### config.mk
export PLATFORM = sky130hd
export DESIGN_NAME = ltc2308_emulator_flat
export DESIGN_NICKNAME = d
export VERILOG_FILES = /design/src/rtl/ltc2308_pkg.sv /design/src/rtl/ltc2308_if.sv /design/src/rtl/ltc2308_emulator_sync_edge.sv /design/src/rtl/ltc2308_emulator.sv /design/src/flat_wrapper.sv
export SDC_FILE = /design/constraint.sdc
export NUM_CORES = 1
export LEC_CHECK = 0
export BUFFER_PORTS_ARGS = -buffer_cell sky130_fd_sc_hd__buf_2
export CORE_MARGIN = 1
export CORE_UTILIZATION = 50
export DETAILED_ROUTE_END_ITERATION = 6
export PLACE_DENSITY_LB_ADDON = 0.12
export SLEW_MARGIN = 20
export SYNTH_ARGS = -nofsm -noshare
export SYNTH_HDL_FRONTEND = slang
export SYNTH_HIERARCHICAL = 1
export SYNTH_SLANG_ARGS = --single-unit
### constraint.sdc
create_clock -name clk -period 2.13 [get_ports clk]
set_input_delay 0.426 -clock clk [delete_from_list [all_inputs] [get_ports clk]]
set_output_delay 0.426 -clock clk [all_outputs]
set_load 0.01 [all_outputs]
### src/rtl/ltc2308_pkg.sv
// Shared types and constants for the LTC2308 responder model.
package ltc2308_pkg;
  localparam int DATA_W = 12;
  localparam int CFG_W  = 6;
  localparam int NUM_CH = 8;

  localparam int CFG_SD  = 5;
  localparam int CFG_OS  = 4;
  localparam int CFG_S1  = 3;
  localparam int CFG_S0  = 2;
  localparam int CFG_UNI = 1;
  localparam int CFG_SLP = 0;

  typedef enum logic [1:0] {ST_IDLE, ST_CONVERT, ST_SHIFT} state_t;

  // Channel decode ignores S/D: the odd/sign bit is the channel LSB.
  function automatic logic [2:0] cfg2chan(input logic [CFG_W-1:0] c);
    return {c[CFG_S1], c[CFG_S0], c[CFG_OS]};
  endfunction
endpackage

### src/rtl/ltc2308_if.sv
// Board-level ADC pins between an SPI ADC master and the converter.
interface ltc2308_if;
  logic ADC_CONVST;
  logic ADC_SCK;
  logic ADC_SDI;
  logic ADC_SDO;

  modport master (output ADC_CONVST, output ADC_SCK, output ADC_SDI, input ADC_SDO);
  modport slave  (input ADC_CONVST, input ADC_SCK, input ADC_SDI, output ADC_SDO);
endinterface

### src/rtl/ltc2308_emulator_sync_edge.sv
// Two-flop synchronizer with a third edge-history flop for rise/fall pulses.
module sync_edge (
  input  logic clk,
  input  logic rst_n,
  input  logic d,
  output logic q,
  output logic rise,
  output logic fall
);
  logic [2:0] sr;

  always_ff @(posedge clk or negedge rst_n) begin
    if (!rst_n) sr <= '0;
    else        sr <= {sr[1:0], d};
  end

  assign q    = sr[1];
  assign rise = sr[1] & ~sr[2];
  assign fall = ~sr[1] & sr[2];
endmodule

### src/rtl/ltc2308_emulator.sv
// Device-side LTC2308 model: takes CONVST/SCK/SDI from a master, returns the
// 12-bit code of the channel selected by the config in force at CONVST.
module ltc2308_emulator
  import ltc2308_pkg::*;
#(
  parameter int               CONV_CYCLES = 80,
  parameter logic [CFG_W-1:0] CFG_RESET   = 6'b100000
) (
  input  logic                     clk,
  input  logic                     reset_n,
  ltc2308_if.slave                 adc,
  input  logic [NUM_CH*DATA_W-1:0] ch_data,
  output logic [CFG_W-1:0]         cfg,
  output logic                     cfg_valid,
  output logic                     busy,
  output logic                     proto_err
);
  localparam int CNT_W = $clog2(CONV_CYCLES);

  logic conv_q, conv_rise, conv_fall;
  logic sck_q, sck_rise, sck_fall;
  logic sdi_s, sdi_rise, sdi_fall;

  sync_edge u_sync_conv (.clk(clk), .rst_n(reset_n), .d(adc.ADC_CONVST),
                         .q(conv_q), .rise(conv_rise), .fall(conv_fall));
  sync_edge u_sync_sck  (.clk(clk), .rst_n(reset_n), .d(adc.ADC_SCK),
                         .q(sck_q), .rise(sck_rise), .fall(sck_fall));
  sync_edge u_sync_sdi  (.clk(clk), .rst_n(reset_n), .d(adc.ADC_SDI),
                         .q(sdi_s), .rise(sdi_rise), .fall(sdi_fall));

  logic unused_ok;
  assign unused_ok = ^{conv_q, conv_fall, sck_q, sdi_rise, sdi_fall};

  logic [NUM_CH-1:0][DATA_W-1:0] ch_arr;
  assign ch_arr = ch_data;

  state_t            state, state_n;
  logic [CNT_W-1:0]  conv_cnt, conv_cnt_n;
  logic [DATA_W-1:0] hold, hold_n, tx_shift, tx_shift_n;
  logic [CFG_W-1:0]  rx_shift, rx_shift_n, cfg_r, cfg_n;
  logic [2:0]        rx_cnt, rx_cnt_n;
  logic [3:0]        tx_cnt, tx_cnt_n;
  logic              sdo_r, sdo_n, cfg_valid_n, proto_err_n;
  logic              start, wake;

  // CONVST is honoured outside CONVERT; a sleeping device only wakes up.
  assign start = conv_rise && (state != ST_CONVERT) && !cfg_r[CFG_SLP];
  assign wake  = conv_rise && (state != ST_CONVERT) &&  cfg_r[CFG_SLP];

  always_comb begin
    state_n     = state;
    conv_cnt_n  = conv_cnt;
    hold_n      = hold;
    tx_shift_n  = tx_shift;
    rx_shift_n  = rx_shift;
    cfg_n       = cfg_r;
    rx_cnt_n    = rx_cnt;
    tx_cnt_n    = tx_cnt;
    sdo_n       = sdo_r;
    cfg_valid_n = 1'b0;
    proto_err_n = 1'b0;

    case (state)
      ST_IDLE: begin
        if ((sck_rise || sck_fall) && !conv_rise) proto_err_n = 1'b1;
      end
      ST_CONVERT: begin
        if (sck_rise || sck_fall) proto_err_n = 1'b1;
        if (conv_cnt == '0) begin
          state_n    = ST_SHIFT;
          tx_shift_n = hold;
          sdo_n      = hold[DATA_W-1];
        end else begin
          conv_cnt_n = conv_cnt - CNT_W'(1);
        end
      end
      ST_SHIFT: begin
        // A coincident CONVST rise takes priority; the SCK edge is dropped.
        if (!conv_rise) begin
          if (sck_rise && rx_cnt < 3'd6) begin
            rx_shift_n = {rx_shift[CFG_W-2:0], sdi_s};
            rx_cnt_n   = rx_cnt + 3'd1;
            if (rx_cnt == 3'd5) begin
              cfg_n       = {rx_shift[CFG_W-2:0], sdi_s};
              cfg_valid_n = 1'b1;
            end
          end
          if (sck_fall) begin
            if (tx_cnt == 4'(DATA_W-1)) begin
              sdo_n    = 1'b0;
              state_n  = ST_IDLE;
              tx_cnt_n = '0;
              rx_cnt_n = '0;
            end else begin
              tx_shift_n = {tx_shift[DATA_W-2:0], 1'b0};
              sdo_n      = tx_shift[DATA_W-2];
              tx_cnt_n   = tx_cnt + 4'd1;
            end
          end
        end
      end
      default: state_n = ST_IDLE;
    endcase

    if (wake) cfg_n[CFG_SLP] = 1'b0;

    if (start) begin
      state_n    = ST_CONVERT;
      conv_cnt_n = CNT_W'(CONV_CYCLES - 1);
      hold_n     = ch_arr[cfg2chan(cfg_r)];
      rx_shift_n = '0;
      rx_cnt_n   = '0;
      tx_cnt_n   = '0;
      sdo_n      = 1'b0;
    end
  end

  always_ff @(posedge clk or negedge reset_n) begin
    if (!reset_n) begin
      state     <= ST_IDLE;
      conv_cnt  <= '0;
      hold      <= '0;
      tx_shift  <= '0;
      rx_shift  <= '0;
      cfg_r     <= CFG_RESET;
      rx_cnt    <= '0;
      tx_cnt    <= '0;
      sdo_r     <= 1'b0;
      cfg_valid <= 1'b0;
      proto_err <= 1'b0;
    end else begin
      state     <= state_n;
      conv_cnt  <= conv_cnt_n;
      hold      <= hold_n;
      tx_shift  <= tx_shift_n;
      rx_shift  <= rx_shift_n;
      cfg_r     <= cfg_n;
      rx_cnt    <= rx_cnt_n;
      tx_cnt    <= tx_cnt_n;
      sdo_r     <= sdo_n;
      cfg_valid <= cfg_valid_n;
      proto_err <= proto_err_n;
    end
  end

  assign cfg         = cfg_r;
  assign busy        = (state == ST_CONVERT);
  assign adc.ADC_SDO = sdo_r;
endmodule

### src/flat_wrapper.sv
// flat-port wrapper written by rule: the top's interface ports become plain ports
module ltc2308_emulator_flat import ltc2308_pkg::*;
#(
  parameter int               CONV_CYCLES = 80,
  parameter logic [CFG_W-1:0] CFG_RESET   = 6'b100000
)
  (clk, reset_n, ch_data, cfg, cfg_valid, busy, proto_err, adc_ADC_CONVST, adc_ADC_SCK, adc_ADC_SDI, adc_ADC_SDO);
  ltc2308_if adc_i ();
  input  logic clk;
  input  logic reset_n;
  input  logic [NUM_CH*DATA_W-1:0] ch_data;
  output logic [CFG_W-1:0] cfg;
  output logic cfg_valid;
  output logic busy;
  output logic proto_err;
  input wire logic [$bits(adc_i.ADC_CONVST)-1:0] adc_ADC_CONVST;
  input wire logic [$bits(adc_i.ADC_SCK)-1:0] adc_ADC_SCK;
  input wire logic [$bits(adc_i.ADC_SDI)-1:0] adc_ADC_SDI;
  output wire logic [$bits(adc_i.ADC_SDO)-1:0] adc_ADC_SDO;
  assign adc_i.ADC_CONVST = adc_ADC_CONVST;
  assign adc_i.ADC_SCK = adc_ADC_SCK;
  assign adc_i.ADC_SDI = adc_ADC_SDI;
  assign adc_ADC_SDO = adc_i.ADC_SDO;
  ltc2308_emulator #(.CONV_CYCLES(CONV_CYCLES), .CFG_RESET(CFG_RESET)) u_core (.clk(clk), .reset_n(reset_n), .adc(adc_i), .ch_data(ch_data), .cfg(cfg), .cfg_valid(cfg_valid), .busy(busy), .proto_err(proto_err));
endmodule
Yosys cells after proc, flatten, opt, wreduce, memory -nomap -nowiden
Cells that the tools add are included.
W data, S select, Z words.
{ "classes": {"n_addsub": 3, "order_cmp": 2, "n_eq_ne": 17, "n_mux": 49, "n_bitwise": 7, "n_reduce_logical": 28} }
{ "ops": {"columns": ["op", "n"], "rows": [
  ["$mux W11", 4],
  ["$bmux W12 S3", 1],
  ["$pmux W11 S2", 1],
  ["$mux W7", 3],
  ["$mux W4", 5],
  ["$mux W5", 4],
  ["$mux W3", 6],
  ["$mux W1", 16],
  ["$reduce_bool A2 Y1", 8],
  ["$mux W12", 1],
  ["$reduce_and A4 Y1", 3],
  ["$mux W2", 5],
  ["$ne A2 B1 Y1 const B", 5],
  ["$reduce_and A5 Y1", 2],
  ["$ne A3 B1 Y1 const B", 3],
  ["$ne A2 B2 Y1 const B", 4],
  ["$logic_not A7 Y1", 1],
  ["$sub A7 B1 Y7 const B", 1],
  ["$pmux W2 S3", 1],
  ["$reduce_and A3 Y1", 2],
  ["$logic_and A1 B1 Y1", 5],
  ["$add A4 B1 Y4 const B", 1],
  ["$eq A4 B4 Y1 const B", 1],
  ["$lt A3 B4 Y1 const B", 1],
  ["other kinds (14)", 22]
]} }
{ "word_totals": {"reg_bits": 61, "input_bits": 101} }

Depth between registers and ports, before layout
Gate-level depths: netlist (run 1).
{ "depth": {"ltp_word": 9, "depth_mapped": 8, "depth_no_buf": 6} }

Modules after synthesis
Netlist (run 1), hierarchy kept.
{ "modules_own_cells": {"columns": ["module", "n_inst", "cells_per_inst", "area_each_um2", "seq_area_each_um2"], "rows": [
  ["ltc2308_emulator", 1, 272, 3274.4, 1327.5],
  ["sync_edge", 3, 5, 90.1, 75.1]
]} }

Least setup slack after synthesis (run 1)
No wires, ideal clock.
{ "synth_path": {"kind": "register to register", "startpoint": "register u_core.conv_cnt[0]", "endpoint": "register u_core.tx_shift[0]", "setup_time_ns": 0.125, "arrival_ns": 1.812, "t_required_ns": 2.005, "path_slack_ns": 0.193, "path_stages_with_launch": 8, "path_buffers": 1, "period_less_slack_ns": 1.937, "path_cell_list": "dfrtp_1 > inv_1 > ha_1 > or3b_1 > o21ai_4 > nand3_4 > buf_6 > mux2_4"} }
{ "synth_between": {"elab_chain_cells": 3} }
{ "synth_lines": {"columns": ["item", "line", "rtl"], "rows": [
  ["start, declared", "ltc2308_emulator.sv:38", "logic [CNT_W-1:0] conv_cnt, conv_cnt_n;"],
  ["start signal, assigned", "ltc2308_emulator.sv:133", "conv_cnt <= conv_cnt_n;"],
  ["$logic_not A7 Y1", "ltc2308_emulator.sv:69", "if (conv_cnt == '0) begin"],
  ["$ne A2 B1 Y1 (no line)", null, null],
  ["$reduce_and A5 Y1 (no line)", null, null],
  ["end signal, assigned", "ltc2308_emulator.sv:135", "tx_shift <= tx_shift_n;"],
  ["end, declared", "ltc2308_emulator.sv:39", "logic [DATA_W-1:0] hold, hold_n, tx_shift, tx_shift_n;"]
]} }
Every way passes these cells.
A chain may end at the register's enable or synchronous reset.

Final worst setup path (run 1)
Same ends and word-level chain as after synthesis.

==> results of run 1 <==
[state kept, by name, summed over array words and instances (netlist names)]
| signal | flops |
|---|---|
| u_core/tx_cnt | 4 |
| u_core/cfg | 6 |
| u_core/u_sync_sdi/sr | 2 |
| u_core/rx_shift | 5 |
| u_core/adc.ADC_SDO | 1 |
| u_core/tx_shift | 11 |
| u_core/conv_cnt | 7 |
| u_core/hold | 12 |
| u_core/cfg_valid | 1 |
| u_core/rx_cnt | 3 |
| u_core/u_sync_sck/sr | 3 |
| u_core/proto_err | 1 |
| u_core/state | 2 |
| u_core/u_sync_conv/sr | 3 |
[worst max-delay path, delay by kind of cell, from the launching register on]
| kind | cells | cell delay [ns] |
|---|---|---|
| flops | 1 | 0.36 |
| fa+ha+maj | 1 | 0.17 |
| simple gates | 2 | 0.70 |
| buf+inv | 1 | 0.12 |
| mux | 1 | 0.36 |
| compound gates | 1 | 0.24 |
[stage by stage]
| stage | utilization | setup WS, ns | TNS [ns] | total power, mW |
|---|---|---|---|---|
| final | 0.650 | 0.0755 | 0 | 4.15 |
| after global routing | 0.650 | -0.0132 | -0.0521 | 4.43 |
| after CTS | 0.648 | 0.109 | 0 | 4.16 |
| after detailed placement | 0.617 | 0.128 | 0 | 3.08 |
| after global placement | 0.617 | 0.162 | 0 | 3.02 |
| after floorplan | - | 0.193 | 0 | 2.69 |
[placed cells by master, fill, tap and decap left out, types with 2 or more instances in the layout]
cell type / n
buf_2: 110
dfrtp_1: 60
nand2_1: 31
mux4_2: 24
o21ai_0: 19
mux2_2: 15
mux2i_1: 14
buf_4: 13
nand3_1: 12
clkbuf_8: 10
mux2_4: 10
ha_1: 8
inv_1: 7
nor2b_1: 4
nor2_1: 4
a21oi_1: 4
o211ai_1: 4
clkinvlp_4: 3
nand3b_1: 3
o31ai_1: 3
inv_6: 2
o21a_1: 2
nand2b_1: 2
or3b_1: 2
a21o_1: 2
xnor2_1: 2
or3_1: 2
a31oi_1: 2
xor2_1: 2
[layout make-up]
type                            instances  area (um2)
Fill cell                             550        2370
Multi-Input combinational cell        197        1860
Sequential cell                        61        1530
Timing Repair Buffer                  124         668
Clock buffer                           10         138
Tap cell                               80         100
Clock inverter                          6        70.1
Inverter                                7        26.3
[metal layers]
| layer | vias to the layer above | global-route usage | share of wire |
|---|---|---|---|
| met1 | 1335 | 0.315 | 0.45 |
| met5 | - | 0 | 0 |
| met2 | 86 | 0.345 | 0.48 |
| met4 | 0 | 0.0545 | 0.012 |
| met3 | 12 | 0.0751 | 0.055 |
| li1 | 1291 | - | - |
[worst max path at each step]
stage | from | to | slack, ns | cells after the start
5_1_grt | u_core/conv_cnt[0] | u_core/tx_shift[7] | -0.01 | 6
3_3_place_gp | u_core/conv_cnt[0] | u_core/tx_shift[10] | 0.16 | 6
4_1_cts | u_core/conv_cnt[0] | u_core/tx_shift[10] | 0.11 | 6
3_5_place_dp | u_core/conv_cnt[0] | u_core/tx_shift[10] | 0.13 | 6
2_1_floorplan | u_core/conv_cnt[0] | u_core/tx_shift[0] | 0.19 | 7
6_report | u_core/conv_cnt[0] | u_core/tx_shift[0] | 0.08 | 6
[where the power goes]
group	internal, mW	total [mW]	switching, mW	leakage (nW)
logic	0.719	1.33	0.615	1.19
clock network	0.579	1.06	0.485	0.0955
registers	1.52	1.75	0.238	0.759
total	2.81	4.15	1.34	2.05
==> flow_metrics.tcl, run 1 <==
set metrics [dict create \
    fp.dieArea_um2 7330 \
    r2r_cells 6 \
    whs_ns 0.0655 \
    wl_um 7880 \
    placedInstanceArea_um2 4170 \
    worstPathRequired_ns 2.36 \
    syn_to_final_growth_pct 25.6 \
    path_cells "inv_1 > ha_1 > or3b_1 > o21ai_4 > nand3_2 > mux2_4" \
    drive_gt1_frac 0.494 \
    fmax_ghz 0.487 \
    insertion_delay_ns 0.35 \
    vias 2724 \
    clock_skew_ns 0.0106 \
    arrival_ns 2.29 \
    dp_hpwl_um 5920 \
    cts_tree "yes" \
    diodes 0 \
    finalHoldViolCount 0 \
    crit_type "reg2reg" \
    maxSlewViolCount 0 \
    avgRoutedWirePerCell_um 16.3 \
    critPathMaxStageDelay_ns 0.46 \
    cts.htree.levels 3 \
    finalSetupViolCount 0 \
    grt_max_degree 62 \
    cts_resized 0 \
    leakagePower_nw 2.05 \
    synth.net_count 392 \
    grt_pass1_wl_um 12600 \
    final_area_um2 4390 \
    grt_pass1_vias 2627 \
    num_rows 30 \
    critPathMaxFanout 5 \
    r2r_slack_ns 0.08 \
    initial_core_util 0.517 \
    cts_inserted_buffers 9 \
    worst_slew_pin_slew_ns 0.523 \
    postSynthCellCount 283 \
    ant_nets 0 \
    dp.cells 468 \
    r2r_end "u_core/tx_shift[0]" \
    cpMaxStageDelayCell "or3b_1" \
    boundaryPins 111 \
    track_usage 0.226 \
    pwr_density_cell_nw_per_um2 946 \
    yosysWarnings 6 \
    clkSlewWorstSetupHoldPaths_ns 0.07 \
    antenna_found_initial 0 \
    die_h_um 85.6 \
    final_nets 509 \
    instances_no_fill 485 \
    grt_overflow 0 \
    drc_errors 0 \
    dr.pass1.iters 6 \
    slew_headroom 0.651 \
    via_per_inst 5.62 \
    cts_hold_buf 0 \
    drt_iter0_drc 158 \
    cts_root_buf "clkbuf_8" \
    status "complete, no violations" \
    ir_drop_mv 0.375 \
    syn_area_per_cell_um2 12.4 \
    cts_setup_buffers 0 \
    clk_path_buf_depth 2 \
    die_x_um 85.6 \
    setup.worst_path.end_class "register" \
    r2r-start "u_core/conv_cnt[0]" \
    final.min_clock_period_ns 2.05 \
    cts.sinks 61 \
    hold_class "in2async" \
    cap_violations 0 \
    routabilityCongestion 0.760 \
    post-route-period-util 0.965 \
    coreArea_um2 6760 \
    synth_area_um2 3500 \
    cp-start-kind "register" \
    port_buffers 110 \
]
Note: power is estimated with default switching activity, not from simulation.
==> run 2: changes to the inputs <==
==> constraint.sdc (replaced) <==
create_clock -name clk -period 2.1 [get_ports clk]
set_input_delay 0.42 -clock clk [delete_from_list [all_inputs] [get_ports clk]]
set_output_delay 0.42 -clock clk [all_outputs]
set_load 0.01 [all_outputs]
==> flow_metrics.tcl, run 2 (synthesis gave the netlist of run 1 again) <==
set metrics [dict create \
    diodes 0 \
    dr.pass1.iters 4 \
    cts_setup_buffers 0 \
    status "complete, no violations" \
    die_h_um 85.6 \
    clkSlewWorstSetupHoldPaths_ns 0.07 \
    routabilityCongestion 0.805 \
    ir_drop_mv 0.481 \
    pwr_density_cell_nw_per_um2 990 \
    port_buffers 110 \
    grt_pass1_wl_um 13100 \
    final_area_um2 4460 \
    wl_um 7880 \
    critPathMaxFanout 11 \
    utilization 0.660 \
    via_per_inst 5.62 \
    busiest_layer "met2" \
    grt_overflow 0 \
    clk_path_buf_depth 2 \
    hold_class "in2async" \
    antenna_found_initial 0 \
    leakagePower_nw 2.09 \
    path_delay_family "simple AND/OR/NAND/NOR gates" \
    worst_slew_pin_slew_ns 0.508 \
    grt_max_degree 26 \
    final_nets 513 \
    finalHoldViolCount 0 \
    cpMaxStageDelayCell "or3b_1" \
    avgRoutedWirePerCell_um 16.1 \
    dp_hpwl_um 6230 \
    cts_root_buf "clkbuf_8" \
    crit_type "reg2reg" \
    use_met2 0.367 \
    post-route-period-util 0.928 \
    grt_use_met3 0.0654 \
    rsz0062_at_grt "false" \
    top_regs "u_core/hold (12), u_core/tx_shift (11), u_core/conv_cnt (7)" \
    fin_tns_setup_ns 0 \
    cts_tree "yes" \
    grt_pass1_vias 2704 \
    cp-start-kind "register" \
    largest-register "u_core/hold" \
    final_cell_mix "buf_2 (110), dfrtp_1 (60), nand2_1 (31)" \
    setup.worst_path.end_class "register" \
    cts.htree.levels 3 \
    met1_usage 0.317 \
    arrival_ns 2.18 \
    worstPathRequired_ns 2.33 \
    slew_headroom 0.661 \
    cts_resized 0 \
    fp.dieArea_um2 7330 \
    fmax_ghz 0.513 \
    placedInstanceArea_um2 4210 \
    cts_hold_buf 0 \
    drc_errors 0 \
    insertion_delay_ns 0.35 \
    path_cells "inv_1 > ha_1 > or3b_1 > o21ai_4 > nand3_4 > mux2_1" \
    coreArea_um2 6760 \
    cp.buffers_inverters 1 \
    syn_to_final_growth_pct 27.5 \
    num_rows 30 \
    initial_core_util 0.517 \
    clock_skew_ns 0.00645 \
    maxSlewViolCount 0 \
    cts.sinks 61 \
    die_x_um 85.6 \
    cap_violations 0 \
    vias 2748 \
    final_common_cell "buf_2" \
    boundaryPins 111 \
    critPathMaxStageDelay_ns 0.41 \
    drt_iter0_drc 136 \
    finalSetupViolCount 0 \
    largest_reg_flops 12 \
    final.min_clock_period_ns 1.95 \
    drive_gt1_frac 0.499 \
    cts_inserted_buffers 9 \
    ant_nets 0 \
    track_usage 0.235 \
]
[run 2: layer usage]
layer / part of all wire / up-vias
met2: 0.49 / 75
li1: - / 1300
met5: 0 / -
met1: 0.44 / 1361
met4: 0.014 / 0
met3: 0.054 / 12
[run 2: path summary, 6_finish.rpt]
| path | start | endpoint | slack (ns) | cells after the start |
|---|---|---|---|---|
| min in group clk | adc_ADC_SCK | u_core/u_sync_sck/sr[0] | 0.17 | 1 |
| worst max register to register | u_core/conv_cnt[0] | u_core/tx_shift[10] | 0.15 | 6 |
| worst min register to register | u_core/u_sync_sdi/sr[0] | u_core/u_sync_sdi/sr[1] | 0.35 | 0 |
| max in group asynchronous | reset_n | u_core/cfg[4] | 1.43 | 2 |
| worst max-delay path | u_core/conv_cnt[0] | u_core/tx_shift[10] | 0.15 | 6 |
| worst min-delay path | reset_n | u_core/proto_err | 0.03 | 1 |
[run 2: area by class of cell]
type                       instances  area, um2
clock buffer                      10        138
tap                               80        100
multi-input combinational        196       1850
fill                             538       2300
clock inverter                     6        110
inverter                           7       26.3
sequential                        61       1530
timing repair buffer             129        706
[run 2: power breakdown]
group / total, mW / switching, mW / internal [mW]
Clock: 1.29 / 0.472 / 0.818
Sequential: 1.79 / 0.248 / 1.54
Combinational: 1.33 / 0.598 / 0.737
Total: 4.41 / 1.32 / 3.09
[run 2: stage by stage]
stage | std cells | power [mW] | hold slack (ns) | worst slack (ns)
global route | 489 | 4.70 | 0.0580 | 0.0492
detailed placement | 473 | 3.16 | 0.341 | 0.155
floorplan | 283 | 2.73 | 0.124 | 0.163
finish | 489 | 4.41 | 0.0315 | 0.150
global placement | 473 | 3.08 | 0.333 | 0.186
CTS | 489 | 4.46 | 0.0311 | 0.138
[run 2: worst register-to-register path: cells and delay by family, from the launching register on]
family	cells	cell delay (ns)
compound gates	1	0.18
fa+ha+maj	1	0.18
buf+inv	1	0.12
flops	1	0.36
mux	1	0.37
simple gates	2	0.63
